[config.mk]
export PLATFORM = sky130hd
export DESIGN_NAME = multicycle_ctrl
export DESIGN_NICKNAME = d
export VERILOG_FILES = /design/src/rtl/multicycle_ctrl_pkg.sv /design/src/rtl/multicycle_ctrl_alu_op_decode.sv /design/src/rtl/multicycle_ctrl.sv
export SDC_FILE = /design/constraint.sdc
export NUM_CORES = 1
export LEC_CHECK = 0
export CAP_MARGIN = 0
export CORE_UTILIZATION = 32
export DETAILED_ROUTE_END_ITERATION = 16
export PLACE_DENSITY = 0.62
export SYNTH_ARGS = -nofsm -noshare
export SYNTH_HDL_FRONTEND = slang
export SYNTH_HIERARCHICAL = 1
export SYNTH_SLANG_ARGS = --single-unit
[constraint.sdc]
create_clock -name clk -period 2.7 [get_ports clk]
set_input_delay 0.81 -clock clk [delete_from_list [all_inputs] [get_ports clk]]
set_output_delay 0.81 -clock clk [all_outputs]
set_load 0.02 [all_outputs]
[src/rtl/multicycle_ctrl_pkg.sv]
// Shared definitions for the multi-cycle MIPS controller and datapath.
// Holds ALU operation codes (also consumed by the ALU), opcode/funct
// constants, the 4-bit FSM state encoding and the ALU-op class used by the decoder.
package multicycle_ctrl_pkg;

  // ALU operation codes
  localparam logic [3:0] ALU_ADD = 4'b0000;
  localparam logic [3:0] ALU_SUB = 4'b0001;
  localparam logic [3:0] ALU_NOT = 4'b0010;
  localparam logic [3:0] ALU_SLL = 4'b0011;
  localparam logic [3:0] ALU_SRL = 4'b0100;
  localparam logic [3:0] ALU_AND = 4'b0101;
  localparam logic [3:0] ALU_OR  = 4'b0110;
  localparam logic [3:0] ALU_SLT = 4'b0111;

  // Opcodes (IR[31:26])
  localparam logic [5:0] OP_RTYPE = 6'b000000;
  localparam logic [5:0] OP_LW    = 6'b100011;
  localparam logic [5:0] OP_SW    = 6'b101011;
  localparam logic [5:0] OP_BEQ   = 6'b000100;
  localparam logic [5:0] OP_J     = 6'b000010;
  localparam logic [5:0] OP_ADDI  = 6'b001000;
  localparam logic [5:0] OP_ANDI  = 6'b001100;
  localparam logic [5:0] OP_ORI   = 6'b001101;
  localparam logic [5:0] OP_SLTI  = 6'b001010;

  // R-type funct codes (IR[5:0])
  localparam logic [5:0] FN_ADD = 6'b100000;
  localparam logic [5:0] FN_SUB = 6'b100010;
  localparam logic [5:0] FN_NOT = 6'b100111;
  localparam logic [5:0] FN_SLL = 6'b000000;
  localparam logic [5:0] FN_SRL = 6'b000010;
  localparam logic [5:0] FN_AND = 6'b100100;
  localparam logic [5:0] FN_OR  = 6'b100101;
  localparam logic [5:0] FN_SLT = 6'b101010;

  typedef enum logic [3:0] {
    ST_IDLE   = 4'd0,
    ST_FETCH  = 4'd1,
    ST_DECODE = 4'd2,
    ST_MEMADR = 4'd3,
    ST_MEMRD  = 4'd4,
    ST_MEMWB  = 4'd5,
    ST_MEMWR  = 4'd6,
    ST_EXEC_R = 4'd7,
    ST_RWB    = 4'd8,
    ST_EXEC_I = 4'd9,
    ST_IWB    = 4'd10,
    ST_BRANCH = 4'd11,
    ST_JUMP   = 4'd12
  } state_t;

  // How the current state wants the ALU code chosen
  typedef enum logic [1:0] {
    CLS_ADD   = 2'd0,
    CLS_SUB   = 2'd1,
    CLS_RTYPE = 2'd2,
    CLS_ITYPE = 2'd3
  } alu_class_t;

  function automatic logic is_itype(input logic [5:0] op);
    return (op == OP_ADDI) || (op == OP_ANDI) || (op == OP_ORI) || (op == OP_SLTI);
  endfunction

endpackage

[src/rtl/multicycle_ctrl_alu_op_decode.sv]
// Combinational ALU-op decoder: maps (state class, opcode, funct) to alu_cnt.
// Ports: cls_i (state class), opcode_i, funct_i -> alu_cnt_o, funct_vld_o
// (funct_vld_o is high for any supported R-type funct, independent of class).
module alu_op_decode
  import multicycle_ctrl_pkg::*;
(
  input  alu_class_t  cls_i,
  input  logic [5:0]  opcode_i,
  input  logic [5:0]  funct_i,
  output logic [3:0]  alu_cnt_o,
  output logic        funct_vld_o
);

  logic [3:0] r_cnt;

  always_comb begin
    r_cnt       = ALU_ADD;
    funct_vld_o = 1'b1;
    case (funct_i)
      FN_ADD:  r_cnt = ALU_ADD;
      FN_SUB:  r_cnt = ALU_SUB;
      FN_NOT:  r_cnt = ALU_NOT;
      FN_SLL:  r_cnt = ALU_SLL;
      FN_SRL:  r_cnt = ALU_SRL;
      FN_AND:  r_cnt = ALU_AND;
      FN_OR:   r_cnt = ALU_OR;
      FN_SLT:  r_cnt = ALU_SLT;
      default: funct_vld_o = 1'b0;  // unknown funct falls back to add
    endcase
  end

  always_comb begin
    alu_cnt_o = ALU_ADD;
    case (cls_i)
      CLS_SUB:   alu_cnt_o = ALU_SUB;
      CLS_RTYPE: alu_cnt_o = r_cnt;
      CLS_ITYPE: begin
        case (opcode_i)
          OP_ANDI: alu_cnt_o = ALU_AND;
          OP_ORI:  alu_cnt_o = ALU_OR;
          OP_SLTI: alu_cnt_o = ALU_SLT;
          default: alu_cnt_o = ALU_ADD;
        endcase
      end
      default:   alu_cnt_o = ALU_ADD;
    endcase
  end

endmodule

[src/rtl/multicycle_ctrl.sv]
// Control FSM for the multi-cycle MIPS datapath (Moore outputs, plus pc_en/ir_write
// which follow zero/mem_ready combinationally). Inputs: clk, rst_n, opcode, funct,
// zero, mem_ready. Outputs: ALU code/selects, PC/memory/register-file controls, illegal_op.
module multicycle_ctrl
  import multicycle_ctrl_pkg::*;
(
  input  logic       clk,
  input  logic       rst_n,
  input  logic [5:0] opcode,
  input  logic [5:0] funct,
  input  logic       zero,
  input  logic       mem_ready,
  output logic [3:0] alu_cnt,
  output logic       alu_src_a,
  output logic [1:0] alu_src_b,
  output logic       ext_zero,
  output logic [1:0] pc_src,
  output logic       pc_en,
  output logic       iord,
  output logic       mem_read,
  output logic       mem_write,
  output logic       ir_write,
  output logic       reg_dst,
  output logic       mem_to_reg,
  output logic       reg_write,
  output logic       illegal_op
);

  state_t     state_q, state_d;
  logic [5:0] op_q;  // opcode captured in DECODE; later states use this copy
  alu_class_t cls;
  logic       funct_vld;
  logic       pc_write, pc_write_cond;

  always_ff @(posedge clk or negedge rst_n) begin
    if (!rst_n) begin
      state_q <= ST_IDLE;
      op_q    <= 6'd0;
    end else begin
      state_q <= state_d;
      if (state_q == ST_DECODE) op_q <= opcode;
    end
  end

  alu_op_decode u_alu_op_decode (
    .cls_i       (cls),
    .opcode_i    (op_q),
    .funct_i     (funct),
    .alu_cnt_o   (alu_cnt),
    .funct_vld_o (funct_vld)
  );

  assign pc_en = pc_write | (pc_write_cond & zero);

  always_comb begin
    state_d       = state_q;
    cls           = CLS_ADD;
    alu_src_a     = 1'b0;
    alu_src_b     = 2'b00;
    ext_zero      = 1'b0;
    pc_src        = 2'b00;
    pc_write      = 1'b0;
    pc_write_cond = 1'b0;
    iord          = 1'b0;
    mem_read      = 1'b0;
    mem_write     = 1'b0;
    ir_write      = 1'b0;
    reg_dst       = 1'b0;
    mem_to_reg    = 1'b0;
    reg_write     = 1'b0;
    illegal_op    = 1'b0;
    case (state_q)
      ST_IDLE: state_d = ST_FETCH;
      ST_FETCH: begin
        mem_read  = 1'b1;
        alu_src_b = 2'b01;
        // IR load and PC+4 commit only in the cycle the fetch completes
        ir_write  = mem_ready;
        pc_write  = mem_ready;
        if (mem_ready) state_d = ST_DECODE;
      end
      ST_DECODE: begin
        alu_src_b = 2'b11;
        if (opcode == OP_RTYPE)                   state_d = ST_EXEC_R;
        else if (opcode == OP_LW || opcode == OP_SW) state_d = ST_MEMADR;
        else if (opcode == OP_BEQ)                state_d = ST_BRANCH;
        else if (opcode == OP_J)                  state_d = ST_JUMP;
        else if (is_itype(opcode))                state_d = ST_EXEC_I;
        else begin
          illegal_op = 1'b1;
          state_d    = ST_FETCH;
        end
      end
      ST_MEMADR: begin
        alu_src_a = 1'b1;
        alu_src_b = 2'b10;
        state_d   = (op_q == OP_LW) ? ST_MEMRD : ST_MEMWR;
      end
      ST_MEMRD: begin
        mem_read = 1'b1;
        iord     = 1'b1;
        if (mem_ready) state_d = ST_MEMWB;
      end
      ST_MEMWB: begin
        reg_write  = 1'b1;
        mem_to_reg = 1'b1;
        state_d    = ST_FETCH;
      end
      ST_MEMWR: begin
        mem_write = 1'b1;
        iord      = 1'b1;
        if (mem_ready) state_d = ST_FETCH;
      end
      ST_EXEC_R: begin
        alu_src_a = 1'b1;
        cls       = CLS_RTYPE;
        state_d   = ST_RWB;
      end
      ST_RWB: begin
        reg_dst   = 1'b1;
        reg_write = funct_vld;
        state_d   = ST_FETCH;
      end
      ST_EXEC_I: begin
        alu_src_a = 1'b1;
        alu_src_b = 2'b10;
        cls       = CLS_ITYPE;
        ext_zero  = (op_q == OP_ANDI) || (op_q == OP_ORI);
        state_d   = ST_IWB;
      end
      ST_IWB: begin
        reg_write = 1'b1;
        state_d   = ST_FETCH;
      end
      ST_BRANCH: begin
        alu_src_a     = 1'b1;
        cls           = CLS_SUB;
        pc_write_cond = 1'b1;
        pc_src        = 2'b01;
        state_d       = ST_FETCH;
      end
      ST_JUMP: begin
        pc_write = 1'b1;
        pc_src   = 2'b10;
        state_d  = ST_FETCH;
      end
      default: state_d = ST_IDLE;
    endcase
  end

endmodule

### Word level (Yosys, flattened, before mapping)

Index checks and enable logic that the tools add are counted.

* equality and inequality tests: 37
* mux-type cells: 34
* bitwise operators: 2
* reductions and logical operators: 16

Operator list (count)
* 6-bit equality test, second input constant: 9
* 6-bit by 4-bit equality test with 1-bit output, second input constant: 7
* 4-bit 2-to-1 mux: 8
* 4-bit case mux with 8 select lines: 1
* 3-bit case mux with 7 select lines: 1
* 4-bit equality test, second input constant: 5
* 4-bit by 3-bit equality test with 1-bit output, second input constant: 4
* 1-bit 2-to-1 mux: 16
* 6-bit by 2-bit equality test with 1-bit output, second input constant: 2
* 6-bit logical NOT: 2
* 2-bit case mux with 3 select lines: 2
* 4-bit case mux with 3 select lines: 1
* 3-bit case mux with 3 select lines: 1
* 4-bit by 2-bit equality test with 1-bit output, second input constant: 2
* 2-bit OR reduction: 4
* 8-bit OR reduction: 1
* 6-bit by 3-bit equality test with 1-bit output, second input constant: 1
* 2-bit != test, second input constant: 3
* 6-bit OR reduction: 1
* 1-bit logical OR: 5
* 2-bit equality test, second input constant: 2
* 4-bit by 1-bit equality test with 1-bit output, second input constant: 1
* 4-bit logical NOT: 1
* 1-bit case mux with 2 select lines: 2
* 7 further kinds: 7

* register bits: 10
* bits of input ports: 16
* output and inout port bits: 19
* word-level logic and storage cells: 91

### Logic depth before layout (Yosys ltp)

* word-level depth: 10
* mapped depth: 7
* depth with buffers taken out: 6

### Cells and area by module

The synthesis kept the hierarchy.

By module, submodules not included
* multicycle_ctrl: instances 1, cells an instance 82, area each 758.2 um2, sequential area each 250.2 um2
* alu_op_decode: instances 1, cells an instance 37, area each 247.7 um2, sequential area each 0.0 um2

### Worst setup path before layout

No wires, ideal clock.

* path type: reg-to-output
* from: register state_q[3]
* to: output port alu_cnt[2]
* arrival time: 1918 ps
* data required time: 1890 ps
* path slack: -28 ps
* cell stages (with the launch flop): 8
* buffers on the path: 1
* cell sequence: dfrtp_1 clkbuf_1 nand2b_1 mux2i_1 and2_1 nor3b_1 inv_1 o22ai_1

* longest elaborated chain between the ends: 4
* elaborated cells between the ends (all ways): 8
* those cells by class: 6 x eq/ne; 2 x mux

Ends and longest elaborated chain
* from (decl): line multicycle_ctrl.sv:29 `state_t state_q, state_d;`
* from (signal assigned): line multicycle_ctrl.sv:40 `state_q <= state_d;`
* 4-bit equality test / 4-bit by 3-bit equality test with 1-bit output (equally long branches): line multicycle_ctrl.sv:72 `case (state_q)`
* 2-bit case mux with 3 select lines *: line multicycle_ctrl.sv:72
* net cls[1]: line multicycle_ctrl.sv:31 `alu_class_t cls;`
* 2-bit equality test / 2-bit by 1-bit equality test with 1-bit output (equally long branches): line multicycle_ctrl_alu_op_decode.sv:34 `case (cls_i)`
* 4-bit case mux with 3 select lines *: line multicycle_ctrl_alu_op_decode.sv:34
* to (decl): line multicycle_ctrl.sv:13 `output logic [3:0] alu_cnt,`

The timed path passes the listed nets; every way through them passes the cells marked *.

### Final worst setup path

* from: input port opcode[3]
* to: output port illegal_op

* longest elaborated chain between the ends: 10
* elaborated cells between the ends (all ways): 19
* those cells by class: 8 x eq/ne; 6 x mux; 5 x reduce/logical

Ends and longest elaborated chain
* from (decl): line multicycle_ctrl.sv:9 `input logic [5:0] opcode,`
* 6-bit by 4-bit equality test with 1-bit output: line multicycle_ctrl_pkg.sv:62 `return (op == OP_ADDI) || (op == OP_ANDI) || (op == OP_ORI) || (op == OP_SLTI);`
* 1-bit logical OR (3 in a row): line multicycle_ctrl_pkg.sv:62
* 1-bit 2-to-1 mux: line multicycle_ctrl.sv:88 `else if (is_itype(opcode)) state_d = ST_EXEC_I;`
* 1-bit 2-to-1 mux: line multicycle_ctrl.sv:87 `else if (opcode == OP_J) state_d = ST_JUMP;`
* 1-bit 2-to-1 mux: line multicycle_ctrl.sv:86 `else if (opcode == OP_BEQ) state_d = ST_BRANCH;`
* 1-bit 2-to-1 mux: line multicycle_ctrl.sv:85 `else if (opcode == OP_LW || opcode == OP_SW) state_d = ST_MEMADR;`
* 1-bit 2-to-1 mux *: line multicycle_ctrl.sv:84 `if (opcode == OP_RTYPE) state_d = ST_EXEC_R;`
* 1-bit 2-to-1 mux *: line multicycle_ctrl.sv:72
* to (decl): line multicycle_ctrl.sv:26 `output logic illegal_op`

Mark *: on every way between the ends. The rest lies on a longest branch, timed or not.

==> out/qor.csv <==
stage,metric,value,unit
status,status,finished with violations,
status,failing checks,"DRC, setup timing",
clocking,clk sinks,10,
floorplanning,DIE AREA,3370,µm²
floorplanning,Chip Width,58.1,µm
synth,"flops & latches, synth",10,
clocking,Root Buffer,clkbuf_4,
synth,Unique masters post-synth,54,
clocking,CTS tree,done,
route,wire per inst,13.8,µm
synth,post-synth top area share,0.249,
layout,layout cell share with drive strength beyond 1,0.442,
pwr,Power Density,923,nW/µm²
synth,number of synthesized flops with an enable pin,0,
floorplanning,num ports,35,
synth,Post-Syn Area,1010,µm²
critical_path,CP required,1.89,ns
route,DRT Wirelength,3.21,mm
grt,grt total ovfl,0,
floorplanning,initial core utilization,0.350,
layout,Final nets,207,
clocking,Longest Clk Path Bufs,2,
clocking,H-tree levels,1,
layout,ANT cells,0,
synth,most numerous cell in the Yosys netlist,dfrtp_1,
critical_path,Worst Reg-to-Reg Cells,5,
synth,commonest cells in the synthesized netlist,"10 x dfrtp_1, 7 x mux2_2, 7 x nor2_1, 7 x nor3_1, 6 x a21oi_1",
timing,Tmin final,2.87,ns
synth,"area leader, netlist",dfrtp_1,
floorplanning,core box area,2880,µm²
synth,syn_nets,135,
synth,post-synthesis xor/xnor area fraction,0.0348,
hold_path,hold path depth,2,
floorplanning,FP Rows,19,
critical_path,Setup CP Type,input pin to output pin,
timing,final hold violations,0,
route,Vias/cell,5.30,
layout,fin util,0.616,
run,Max-cap violations,0,
timing,final worst setup slack,-0.166,ns
route,Remaining DRCs,3,
route,via count,1229,
placed_design,I/O Buffers,33,
timing,Slew Limit Fails,0,
synth,complex-gate fraction of the synthesized area,0.243,
timing,RSZ-0062 raised after global routing,true,
grt,initial antenna violation count,0,
critical_path,CP Data Arrival Time,2.06,ns
critical_path,crit path capture type,output pin,
placed_design,Placer Congestion,0.757,
placed_design,dpl hpwl,2.35,mm
pwr,LEAKAGE,0.840,nW
grt,Total GRT Usage,0.194,
placed_design,Area after DPL,1630,µm²
layout,Final Cell Area,1770,µm²
clocking,clock slew at reported path FFs,0.07,ns
timing,final-report setup violation count,2,
route,drt first-iter violations,32,
synth,Synth Area in Simple Gates,0.333,
grt,first-pass GRT wire length,5.11,mm
synth,Most used DFF post-synth,dfrtp_1,
synth,Mapped Avg Cell Area,8.45,µm²
pwr,maximum vdd drop,486,µV
route,DR pass1 iterations,10,
timing,achievable frequency,0.349,GHz
synth,largest family of logic cells by synthesized area,simple AND/OR/NAND/NOR gates,
grt,vias in the first global route,1200,
synth,Synth area leaders,"dfrtp_1 25%, mux2_2 7.8%, nor3_1 3.5%, nand2b_1 3.1%, nor2b_1 3.1%",
synth,synth warn,6,
synth,Adder-Cell Fraction of Synth Area,0,
timing,clk_skew,0.00604,ns
grt,pin count of the biggest net entering global routing,18,
synth,synthesized instance count,119,
clocking,clk_lat worst skew,0.26,ns
hold_path,Min-Delay Path Class,flop to flop,
route,Antenna Nets Post-Route,0,
clocking,Num CTS Buffers,3,
synth,post-synthesis mux area share,0.0983,
critical_path,CP max FO,2,
critical_path,CP Launch Type,input pin,
timing,Tcrit/Tclk final,1.06,
layout,Syn-to-layout area delta,76.1,%
floorplanning,Die Y,58.1,µm
synth,"Seq/Total Area, Yosys",0.249,
layout,FILL cells,265,
synth,"FFs w/ async S/R, synth",1.00,
-- critical path, stage by stage --
cell	delay [ns]
buf_6	0.09
or4_4	0.52
a211o_1	0.28
and3b_2	0.22
buf_6	0.13
-- stage by stage --
stage          std cells  TNS, ns  total power [mW]  setup WS (ns)  hold WS (ns)
5_1_grt              232   -0.352              1.75         -0.198         0.656
3_5_place_dp         222    -4.15              1.43         -0.896         0.616
2_1_floorplan        119        0             0.913         0.0422         0.514
4_1_cts              229   -0.192              1.57         -0.192         0.634
3_3_place_gp         222    -4.00              1.41         -0.890         0.598
6_report             232   -0.169              1.64         -0.166         0.630
-- cells by family after synthesis --
family	count (synthesis)
and+or+nand+nor	53
AOI/OAI and AO/OA	33
DFF	10
muxes	9
buffers and inverters	9
xor gates and xnor gates	4
other	1
-- layout by cell type (no fill, tap or decap), types with 2 or more instances in the layout --
master,instances
a211o_1,2
a211oi_1,3
a21oi_1,6
and3_1,3
buf_2,3
buf_4,38
buf_6,10
clkbuf_2,2
clkbuf_4,3
clkdlybuf4s15_1,2
clkdlybuf4s50_1,9
dfrtp_1,8
dfrtp_2,2
dlygate4sd2_1,5
dlymetal6s2s_1,4
mux2_2,7
nand2_1,3
nand2b_1,3
nand2b_4,2
nand3_1,3
nand3b_1,2
nand4b_1,2
nor2_1,7
nor2b_1,5
nor3_1,7
nor3b_1,2
nor4b_1,2
o21ai_1,2
xnor2_1,3
-- path summary, 6_finish.rpt --
path / start / endpoint / slack [ns]
setup / recovery: opcode[3] / illegal_op / -0.17
hold / removal: op_q[4]$_DFFE_PN0P_ / op_q[4]$_DFFE_PN0P_ / 0.63
setup reg to reg: state_q[0]$_DFFE_PN0P_ / op_q[5]$_DFFE_PN0P_ / 1.03
hold reg to reg: op_q[4]$_DFFE_PN0P_ / op_q[4]$_DFFE_PN0P_ / 0.63
max in group asynchronous: rst_n / state_q[2]$_DFFE_PN0P_ / 1.50
min in group asynchronous: rst_n / state_q[3]$_DFFE_PN0P_ / 0.86
-- power by group --
| part | internal, mW | total (mW) | leakage [nW] | switching (mW) |
|---|---|---|---|---|
| Combinational | 0.635 | 1.19 | 0.701 | 0.553 |
| Clock | 0.0817 | 0.136 | 0.0210 | 0.0540 |
| Sequential | 0.228 | 0.313 | 0.118 | 0.0845 |
-- sequential cells by signal, indices dropped and copies added, names as in the netlist --
name,flops
op_q,6
state_q,4
-- what timing repair did --
action,4_1_cts,5_1_grt
pin swaps,4,6
endpoints found under the setup margin,10,10
buffers inserted,3,3
resized for setup,69,22
hold buffers,0,0
-- routing by layer --
metal | vias to the layer above | global-route usage | share of wire
met3 | 4 | 0.0246 | 0.038
met5 | - | 0 | 0
met4 | 0 | 0.0578 | 0.012
met1 | 598 | 0.244 | 0.44
met2 | 26 | 0.343 | 0.51
li1 | 601 | - | -
-- cell type report --
| type | instances | area, µm² | area share |
|---|---|---|---|
| inverters | 2 | 7.51 | 0.00424 |
| clock buffers | 4 | 36.3 | 0.0205 |
| repair buffers | 74 | 638 | 0.360 |
| flip-flops and latches | 10 | 253 | 0.143 |
| well taps | 42 | 52.6 | 0.0297 |
| multi-input cells | 100 | 785 | 0.443 |
No activity file was read; power rests on OpenSTA's default activity.
